**config.mk**
```make
export PLATFORM = sky130hd
export DESIGN_NAME = key_input_encoder
export DESIGN_NICKNAME = d
export VERILOG_FILES = /design/src/rtl/piano_pkg.sv /design/src/rtl/key_debounce.sv /design/src/rtl/key_input_encoder.sv
export SDC_FILE = /design/constraint.sdc
export NUM_CORES = 1
export LEC_CHECK = 0
export BUFFER_PORTS_ARGS = -buffer_cell sky130_fd_sc_hd__clkbuf_2
export CORE_MARGIN = 3
export CORE_UTILIZATION = 45
export CTS_CLUSTER_DIAMETER = 40
export CTS_CLUSTER_SIZE = 40
export DETAILED_ROUTE_END_ITERATION = 10
export PLACE_DENSITY = 0.69
export SYNTH_ARGS = -nofsm -noshare
export SYNTH_HDL_FRONTEND = slang
export SYNTH_SLANG_ARGS = --single-unit
```
**constraint.sdc**
```tcl
create_clock -name clk -period 5.62 [get_ports clk]
set_clock_uncertainty 0.15 [all_clocks]
set_input_delay 0.562 -clock clk [delete_from_list [all_inputs] [get_ports clk]]
set_output_delay 0.562 -clock clk [all_outputs]
set_load 0.005 [all_outputs]
```
**src/rtl/piano_pkg.sv**
```systemverilog
// piano_pkg: shared constants for the piano front end.
//   NOTE_W           width of a note code
//   NOTE_NONE..SI    note codes (0 = no note, 1 = do ... 7 = si)
//   CLK_HZ           system clock frequency
//   DEBOUNCE_MS      debounce window in milliseconds
package piano_pkg;

    localparam int NOTE_W = 4;

    typedef logic [NOTE_W-1:0] note_t;

    localparam note_t NOTE_NONE = 4'd0;
    localparam note_t NOTE_DO   = 4'd1;
    localparam note_t NOTE_RE   = 4'd2;
    localparam note_t NOTE_MI   = 4'd3;
    localparam note_t NOTE_FA   = 4'd4;
    localparam note_t NOTE_SOL  = 4'd5;
    localparam note_t NOTE_LA   = 4'd6;
    localparam note_t NOTE_SI   = 4'd7;

    localparam int CLK_HZ      = 100000000;
    localparam int DEBOUNCE_MS = 20;

    // Stable cycles matching DEBOUNCE_MS at CLK_HZ (2,000,000 at 100 MHz).
    localparam int DEFAULT_DEBOUNCE_CYCLES = (CLK_HZ / 1000) * DEBOUNCE_MS;

endpackage

```
**src/rtl/key_debounce.sv**
```systemverilog
// key_debounce: 2-FF synchronizer followed by a stability counter for one key.
//   clk  system clock
//   rst  asynchronous active-high reset
//   raw  asynchronous key level, 1 = pressed
//   deb  debounced key level
module key_debounce #(
    parameter int DEBOUNCE_CYCLES = 2000000
) (
    input  logic clk,
    input  logic rst,
    input  logic raw,
    output logic deb
);

    localparam int            CW   = $clog2(DEBOUNCE_CYCLES) + 1;
    localparam logic [CW-1:0] LAST = CW'(DEBOUNCE_CYCLES - 1);

    logic          s1;
    logic          s2;
    logic [CW-1:0] cnt;

    always_ff @(posedge clk or posedge rst) begin
        if (rst) begin
            s1  <= 1'b0;
            s2  <= 1'b0;
            deb <= 1'b0;
            cnt <= '0;
        end else begin
            s1 <= raw;
            s2 <= s1;
            // Any sample agreeing with deb restarts the count, so only an
            // unbroken run of DEBOUNCE_CYCLES disagreeing samples flips deb.
            if (s2 == deb) begin
                cnt <= '0;
            end else if (cnt == LAST) begin
                deb <= s2;
                cnt <= '0;
            end else begin
                cnt <= cnt + CW'(1);
            end
        end
    end

endmodule

```
**src/rtl/key_input_encoder.sv**
```systemverilog
// key_input_encoder: debounces the note keys, priority-encodes them into a
// note code and registers the code together with press/release strobes.
//   clk             system clock
//   rst             asynchronous active-high reset
//   raw_keys        asynchronous key levels, 1 = pressed
//   enable          0 forces the note outputs to 0 (debouncers keep running)
//   pressed_key     current note code, 0 = none
//   key_held        1 while pressed_key != 0
//   key_pressed     one-cycle strobe on each new nonzero code
//   key_released    one-cycle strobe when the code returns to 0
//   debounced_keys  debounced key vector
module key_input_encoder
    import piano_pkg::*;
#(
    parameter int NUM_KEYS        = 7,
    parameter int DEBOUNCE_CYCLES = 2000000
) (
    input  logic                clk,
    input  logic                rst,
    input  logic [NUM_KEYS-1:0] raw_keys,
    input  logic                enable,
    output logic [3:0]          pressed_key,
    output logic                key_held,
    output logic                key_pressed,
    output logic                key_released,
    output logic [NUM_KEYS-1:0] debounced_keys
);

    logic [NUM_KEYS-1:0] deb;
    note_t               code;
    logic                found;

    for (genvar g = 0; g < NUM_KEYS; g++) begin : g_key
        key_debounce #(
            .DEBOUNCE_CYCLES(DEBOUNCE_CYCLES)
        ) u_debounce (
            .clk(clk),
            .rst(rst),
            .raw(raw_keys[g]),
            .deb(deb[g])
        );
    end

    assign debounced_keys = deb;

    // Lowest index wins: the first debounced key found locks the code.
    always_comb begin
        code  = NOTE_NONE;
        found = 1'b0;
        for (int unsigned i = 0; i < NUM_KEYS; i++) begin
            if (!found && deb[i]) begin
                code  = note_t'(i + 1);
                found = 1'b1;
            end
        end
        if (!enable) begin
            code = NOTE_NONE;
        end
    end

    always_ff @(posedge clk or posedge rst) begin
        if (rst) begin
            pressed_key  <= NOTE_NONE;
            key_held     <= 1'b0;
            key_pressed  <= 1'b0;
            key_released <= 1'b0;
        end else begin
            pressed_key  <= code;
            key_held     <= (code != NOTE_NONE);
            key_pressed  <= (code != NOTE_NONE) && (code != pressed_key);
            key_released <= (code == NOTE_NONE) && (pressed_key != NOTE_NONE);
        end
    end

endmodule

```
# After elaboration in Yosys (flattened, before gate mapping)
# Index checks and enable logic that the tools add are counted.
[classes]
n_mux = 28
n_eq_ne = 15
bitwise_logic = 7
add_sub_neg = 7
n_reduce_logical = 24
[ops]
columns = ["op", "count"]
rows = [
  ["2-to-1 mux 22 bit", 14],
  ["adder 22 x 1 -> 22 bit (second input constant)", 7],
  ["== test 22 x 21 -> 1 bit (second input constant)", 7],
  ["2-to-1 mux 4 bit", 6],
  ["AND reduction 2 bit", 7],
  ["logical AND 1 bit", 8],
  ["nonzero test 4 bit", 2],
  ["== test 1 bit", 7],
  ["2-to-1 mux 1 bit", 7],
  ["NOT 1 bit", 7],
  ["zero test 1 bit", 6],
  ["zero test 4 bit", 1],
  ["inequality test 4 bit", 1],
  ["2-to-1 mux 2 bit", 1],
]
[word_totals]
word_cells = 113
inputBits = 10
reg_bits = 182

# Depth between registers and ports, before layout
# Gate-level depths: netlist (run 1).
[depth]
depth_word = 22
ltp_mapped = 7

# Modules after synthesis
# A second synthesis (run 1) with hierarchy kept.
[unflattened]
cells_unflattened = 889
hier_area_um2 = 9406.5
[modules_own_cells]
columns = ["module", "area_per_inst_um2", "cells_per_inst", "n_inst", "seq_area_each_um2"]
rows = [
  ["key_debounce", 1283.7, 121, 7, 625.6],
  ["key_input_encoder", 420.4, 42, 1, 150.1],
]

# Worst setup path after synthesis (run 1)
# OpenSTA, ideal clock, no wires.
[synth_path]
path_kind = "register -> register"
from = "register g_key[6].u_debounce.deb"
to = "register key_pressed"
setup_ps = 134
stages_incl_launch_ff = 7
required_ps = 5336
setup_slack_ps = 3618
n_path_buf = 0
arrival_time_ps = 1718
synth_period_minus_slack_ps = 2002
cell_sequence = "dfrtp_1 or4_4 nand2_4 inv_2 or4_4 a41oi_2 a31oi_1"
[synth_via]
elab_chain_len = 5
elab_cells_between_ends = 6
classes_between = "eq/ne (1); mux (2); reduce/logical (3)"
[synth_rtl]
columns = ["element", "line", "rtl"]
rows = [
  ["from (decl)", "key_debounce.sv:12", "output logic deb"],
  ["from (signal assigned)", "key_debounce.sv:26", "deb <= 1'b0;"],
  ["from (signal assigned)", "key_debounce.sv:36", "deb <= s2;"],
  ["logical AND 1 bit (*)", "key_input_encoder.sv:51", "if (!found && deb[i]) begin"],
  ["2-to-1 mux 4 bit (*)", "key_input_encoder.sv:51", ""],
  ["2-to-1 mux 4 bit (*)", "key_input_encoder.sv:56", "if (!enable) begin"],
  ["named net code[2]", "key_input_encoder.sv:30", "note_t code;"],
  ["inequality test 4 bit or nonzero test 4 bit (tied branches)", "key_input_encoder.sv:70", "key_pressed <= (code != NOTE_NONE) && (code != pressed_key);"],
  ["logical AND 1 bit (*)", "key_input_encoder.sv:70", ""],
  ["to (signal assigned)", "key_input_encoder.sv:70", ""],
  ["to (decl)", "key_input_encoder.sv:24", "output logic key_pressed,"],
]
# The timed path passes the listed nets; every way through them passes the cells marked *.
# A chain may end at the register's enable or synchronous reset.

# Worst setup path in the final report (run 1)
[layout_path]
from = "register g_key[2].u_debounce.cnt[12]"
to = "register g_key[2].u_debounce.cnt[18]"
[layout_via]
elab_chain_len = 3
elab_cells_between_ends = 4
classes_between = "add/sub (1); eq/ne (1); mux (2)"
[layout_rtl]
columns = ["element", "line", "rtl"]
rows = [
  ["from (decl)", "key_debounce.sv:20", "logic [CW-1:0] cnt;"],
  ["from (signal assigned)", "key_debounce.sv:39", "cnt <= cnt + CW'(1);"],
  ["adder 22 x 1 -> 22 bit or == test 22 x 21 -> 1 bit (tied branches)", "key_debounce.sv:39, key_debounce.sv:35", ""],
  ["2-to-1 mux 22 bit (*)", "key_debounce.sv:35", "end else if (cnt == LAST) begin"],
  ["2-to-1 mux 22 bit (*)", "key_debounce.sv:33", "if (s2 == deb) begin"],
]
# Every way passes the cells marked *; elsewhere a longest branch is shown, timed or not.

==> impl_metrics.ini, run 1 <==
[floorplan]
ios = 24
die_h_um = 143
coreArea_um2 = 18200
die_width_um = 143
initial_core_util_pct = 46.4
num_rows = 49
die_area_um2 = 20500

[synth]
synth_fp_nets = 846
synth_edf_count = 0
async_reset_ff_share_pct = 100
synthCells = 829
seq_area_frac_synth_pct = 53.6
ys_types = 42
synthTopCellsByArea = dfrtp_1 54%, xor2_1 9.3%, nor2_1 7.9%
synth.avg_cell_area_um2 = 10.2
netlist_area_um2 = 8450
netlist.area_leader.share_pct = 53.6
ys.flop_type = dfrtp_1
yosysTopAreaCell = dfrtp_1
ys_ff_latch = 181
yosys_warnings = 0

[drt]
via_per_inst = 5.15
firstDrtPassIters = 4
drc_errors = 0
routed-via-count = 5608
drt_wl_total_mm = 14.8
routedWlPerCell_um = 13.6
drt_first_iter_violations = 351
ant_nets = 0

[sta]
setup_tns_ns = 0
setup_violations = 0
clock.fmax_mhz = 418
finalHoldViolCount = 0
slew_headroom_pct = 35.9
finalCriticalPeriod_ns = 2.39
rsz0062_at_grt = false
whs_ns = 0.0898
drv_slew = 0
post-route-period-util_pct = 42.6
worstMarginPinSlew_ns = 0.962

[cells_and_area]
antennaDiodeCount = 0
design_area_um2 = 9340
area_growth_pct = 10.5
layout_commonest_cell = dfrtp_1
stdcell_count = 1088
final_cell_mix = 181 x dfrtp_1, 178 x nor2_1, 90 x xor2_1
final_util_pct = 51.3
layout-drive-gt1-share_pct = 7.57
fin_nets = 864

[clocking]
cts_buffers = 17
cts_resized = 0
cts-root-buf = clkbuf_16
holdBufCountCts = 0
cts_tree = yes
clk_latency_ns = 0.42
clkTransAtPathRegs_ns = 0.06
clock_sinks = 181
cts_setup_buffers = 0
clock_path_buffers = 2
cts_max_level = 4

[worst_hold_path]
holdCritPathClass = in -> reg

[job]
drv_cap = 0

[critical_path]
cp.arrival_ns = 2.51
worstPathMaxFanout = 20
endpoint_kind = register
crit_type = reg -> reg
worstPathRequired_ns = 5.74
startpoint_type = register
reg2reg_setup_slack_ns = 3.23

[global_route]
grt_pass1_wl_mm = 26.2
grt_max_degree = 182
grt-ovfl-total = 0
grt_pass1_vias = 5552
antenna_found_initial = 0
track_usage_pct = 15.8

[placed_design]
dpl.hpwl_mm = 9.53
portBuffers = 22
postPlaceCellArea_um2 = 8740
gp_congestion = 0.785
dp.cells = 1057

[power]
ir_worst_vdd_uv = 214
p_per_area_nw_per_um2 = 279
leakage_uw = 0.00414

[run_status]
status = complete, no violations
[through the flow]
stage          total power [uW]  setup WS, ns
6_report                   2610          3.23
5_1_grt                    2710          3.03
4_1_cts                    2640          3.19
3_5_place_dp               1440          3.20
3_3_place_gp               1440          3.35
2_1_floorplan              1420          2.59
[registers in the layout, indices dropped and copies added, names as in the netlist]
signal / cells
key_released: 1
pressed_key: 3
key_pressed: 1
g_key.u_debounce.s2: 7
g_key.u_debounce.deb: 7
key_held: 1
g_key.u_debounce.cnt: 154
g_key.u_debounce.s1: 7
[where the power goes]
group          internal [uW]  switching, uW  total [uW]
Sequential              1320           17.3        1340
Combinational           19.2           54.1        73.4
Clock                    720            476        1200
[cells by family (layout without fill, tap and decap cells)]
family | Yosys count | in the layout | synth area share, %
flip-flops | 181 | 181 | 53.6
AO/OA/AOI/OAI | 8 | 8 | 0.800
adder cells (fa/ha/maj) | 7 | 7 | 1.04
AND/OR/NAND/NOR | 437 | 437 | 26.1
multiplexers | 6 | 6 | 0.799
other | 1 | 1 | 0.0444
buffers and inverters | 41 | 71 | 2.25
XOR/XNOR | 148 | 148 | 15.3
[critical path: stages, from the launching register on]
cell and delay (ns):
dfrtp_1 0.42, or4b_1 0.54, nor4_1 0.41, or2_1 0.60, nor2_1 0.12
[cells in the mapped netlist, types with 2 or more instances]
master,n
nor3_1,17
buf_2,5
clkbuf_1,11
or4_4,2
inv_1,15
or2_2,5
nand4_1,34
nor4b_2,3
ha_1,7
nor2_1,178
nor4_1,12
o21ai_1,2
or2_1,6
xnor2_1,58
nand2_1,48
mux2_1,6
or4b_1,2
and2_1,4
or3_1,2
and4_1,22
buf_4,8
nor2b_1,3
nand3_1,56
dfrtp_1,181
xor2_1,90
and3_1,31
nor4b_1,6
[worst paths after layout]
path / end / cells past startpoint / startpoint
worst max-delay path: g_key[2].u_debounce.cnt[18]$_DFF_PP0_ / 4 / g_key[2].u_debounce.cnt[12]$_DFF_PP0_
min in group asynchronous: g_key[4].u_debounce.cnt[18]$_DFF_PP0_ / 3 / rst
worst max register to register: g_key[2].u_debounce.cnt[18]$_DFF_PP0_ / 4 / g_key[2].u_debounce.cnt[12]$_DFF_PP0_
worst min-delay path: g_key[0].u_debounce.s1$_DFF_PP0_ / 1 / raw_keys[0]
worst min register to register: g_key[1].u_debounce.s2$_DFF_PP0_ / 0 / g_key[1].u_debounce.s1$_DFF_PP0_
max in group asynchronous: g_key[4].u_debounce.cnt[7]$_DFF_PP0_ / 3 / rst
[cell type report]
cell class	count	area, um2
clock inverter	8	125
clock buffer	23	468
sequential	181	4530
timing repair buffer	23	130
tap	229	287
multi-input combinational	607	3730
inverter	17	67.6
fill	1595	8870
[metal layers]
layer	global-route usage, %	vias up	wire length [um]
met5	0	-	0
met4	4.40	0	175
met3	4.62	17	598
met2	24.5	73	6750
met1	21.7	2684	7300
li1	-	2834	-
No activity file was read; power rests on OpenSTA's default activity.
==> inputs of run 2 (changes only) <==
==> constraint.sdc (replaced) <==
create_clock -name clk -period 2.09 [get_ports clk]
set_clock_uncertainty 0.15 [all_clocks]
set_input_delay 0.209 -clock clk [delete_from_list [all_inputs] [get_ports clk]]
set_output_delay 0.209 -clock clk [all_outputs]
set_load 0.005 [all_outputs]
==> run 2 against run 1 <==
  * Count of clock-buffer cells in the layout down 3
  * Via count up 3.2%
  * Non-clock buffer count up 39
  * Cell count up 3.7%
  * Wire length up 3.8%
  * Maximum frequency up 19%
  * Setup slack worse by 3.1 ns
  * Global-route usage up 0.41 points
  * Power rose to 2.7 times the previous value
  * Sequential cell count unchanged
  * Largest power group unchanged
==> impl_metrics.ini, run 2 (same netlist as run 1, synthesis figures left out) <==
[run_status]
status = complete, no violations

[clocking]
cts_buffers = 17
clk_latency_ns = 0.42
cts-root-buf = clkbuf_16
cts_tree = yes
cts_max_level = 4
clock_sinks = 181
clkTransAtPathRegs_ns = 0.06
clock_path_buffers = 2

[critical_path]
cp_slowest_stage_delay_ns = 0.55
r2r_cells = 6
cpMaxStageDelayCell = or4_4
reg2reg_setup_slack_ns = 0.08
r2r_end = key_pressed$_DFF_PP0_
crit_family = simple AND/OR/NAND/NOR gates
r2r-start = g_key[6].u_debounce.deb$_DFFE_PP0P_
cp_common_cell = or4_4
cp.arrival_ns = 2.15
endpoint_kind = register
endpoint = key_pressed$_DFF_PP0_
startpoint_type = register
crit_type = reg -> reg
cp.buffers_inverters = 1
startpoint = g_key[6].u_debounce.deb$_DFFE_PP0P_
crit_cells = 6
worstPathCellList = or4_4, nand2_4, inv_2, or4_4, a41oi_2, a31oi_1
worstPathRequired_ns = 2.23
worstPathMaxFanout = 5

[job]
drv_cap = 0

[placed_design]
gp_congestion = 0.781
portBuffers = 22
dpl.hpwl_mm = 10.3
dp.cells = 1087
dp_slack_ns = 0.0862

[sta]
clock.fmax_mhz = 498
finalCriticalPeriod_ns = 2.01
drv_slew = 0
worstMarginPinSlew_ns = 0.501
setup_violations = 0
worst_slack_ns = 0.0818
rsz0062_at_grt = false
slew_headroom_pct = 66.6
post-route-period-util_pct = 96.1
finalHoldViolCount = 0

[cells_and_area]
final_cell_mix = 181 x dfrtp_1, 178 x nor2_1, 90 x xor2_1
layout_commonest_cell = dfrtp_1
fin_nets = 903
largest_reg_flops = 154
largest-register = g_key.u_debounce.cnt
layout-drive-gt1-share_pct = 11.5
area_growth_pct = 15.2
antennaDiodeCount = 0
final_util_pct = 53.5
stdcell_count = 1128

[drt]
drc_errors = 0
drt_wl_total_mm = 15.4
routedWlPerCell_um = 13.6
firstDrtPassIters = 4
drt_first_iter_violations = 338
ant_nets = 0
via_per_inst = 5.13
routed-via-count = 5790

[power]
ir_worst_vdd_uv = 612
leakage_uw = 0.00437
p_per_area_nw_per_um2 = 729

[floorplan]
die_width_um = 143
die_h_um = 143
die_area_um2 = 20500
ios = 24
initial_core_util_pct = 46.4
num_rows = 49
coreArea_um2 = 18200

[global_route]
grtUsageMet1_pct = 22.5
track_usage_pct = 16.2
grt_max_degree = 96
grt-ovfl-total = 0
antenna_found_initial = 0
grt_pass1_vias = 5724
busiest_layer = met2
grtUsageMet2_pct = 24.7
met3_usage_pct = 4.12
grt_pass1_wl_mm = 27.0

[worst_hold_path]
holdCritPathClass = reg -> reg
## run 2: cell count changes in the layout (fill, tap and decap cells not counted), sizes merged
| cell | previous run | this run |
|---|---|---|
| clkinvlp | 5 | 3 |
| clkbuf | 45 | 42 |
| buf | 1 | 31 |
| dlygate4sd3 | 0 | 9 |
| clkinv | 2 | 6 |
| inv | 15 | 17 |
## run 2: worst min-delay path by stage
stage / start / end / slack [ns] / cells past startpoint
CTS: g_key[3].u_debounce.s1$_DFF_PP0_ / g_key[3].u_debounce.s2$_DFF_PP0_ / 0.20 / 0
floorplan: raw_keys[0] / g_key[0].u_debounce.s1$_DFF_PP0_ / 0.09 / 0
global route: g_key[3].u_debounce.s1$_DFF_PP0_ / g_key[3].u_debounce.s2$_DFF_PP0_ / 0.21 / 0
global placement: raw_keys[1] / g_key[1].u_debounce.s1$_DFF_PP0_ / 0.17 / 1
finish: g_key[3].u_debounce.s1$_DFF_PP0_ / g_key[3].u_debounce.s2$_DFF_PP0_ / 0.20 / 0
detailed placement: raw_keys[4] / g_key[4].u_debounce.s1$_DFF_PP0_ / 0.17 / 1
## run 2: cell type report
class | count | area (um2)
fillers | 1596 | 8470
flip-flops and latches | 181 | 4530
multi-input cells | 607 | 3750
repair buffers | 62 | 495
clock buffers | 20 | 457
well taps | 229 | 287
clock inverters | 12 | 151
inverters | 17 | 67.6
## run 2: metal layers
| metal | up-vias | routed length [um] |
|---|---|---|
| li1 | 2914 | - |
| met1 | 2796 | 7370 |
| met2 | 72 | 7130 |
| met3 | 8 | 737 |
| met4 | 0 | 131 |
| met5 | - | 0 |
## run 2: stage by stage
step | TNS (ns) | hold WS [ns] | total power (uW) | instance area [um2]
final | 0 | 0.203 | 7100 | 9740
after global routing | 0 | 0.210 | 7360 | 9740
after CTS | 0 | 0.199 | 7190 | 9720
after detailed placement | 0 | 0.169 | 3900 | 9020
after global placement | 0 | 0.167 | 3890 | 9020
after floorplan | -107.08 | 0.0904 | 3810 | 8450
## run 2: repair_timing
| action | in CTS | in global routing |
|---|---|---|
| setup endpoints to repair | 0 | 62 |
| endpoints found under the hold margin | 189 | 0 |
| hold buffers | 9 | 0 |
| buffers inserted | 0 | 0 |
| gates resized for setup | 0 | 4 |
## run 2: where the power goes
part | internal, uW | leakage [uW] | switching, uW
Sequential | 3550 | 0.00248 | 49.5
Clock | 1950 | 0.000297 | 1310
Combinational | 87.4 | 0.00160 | 154
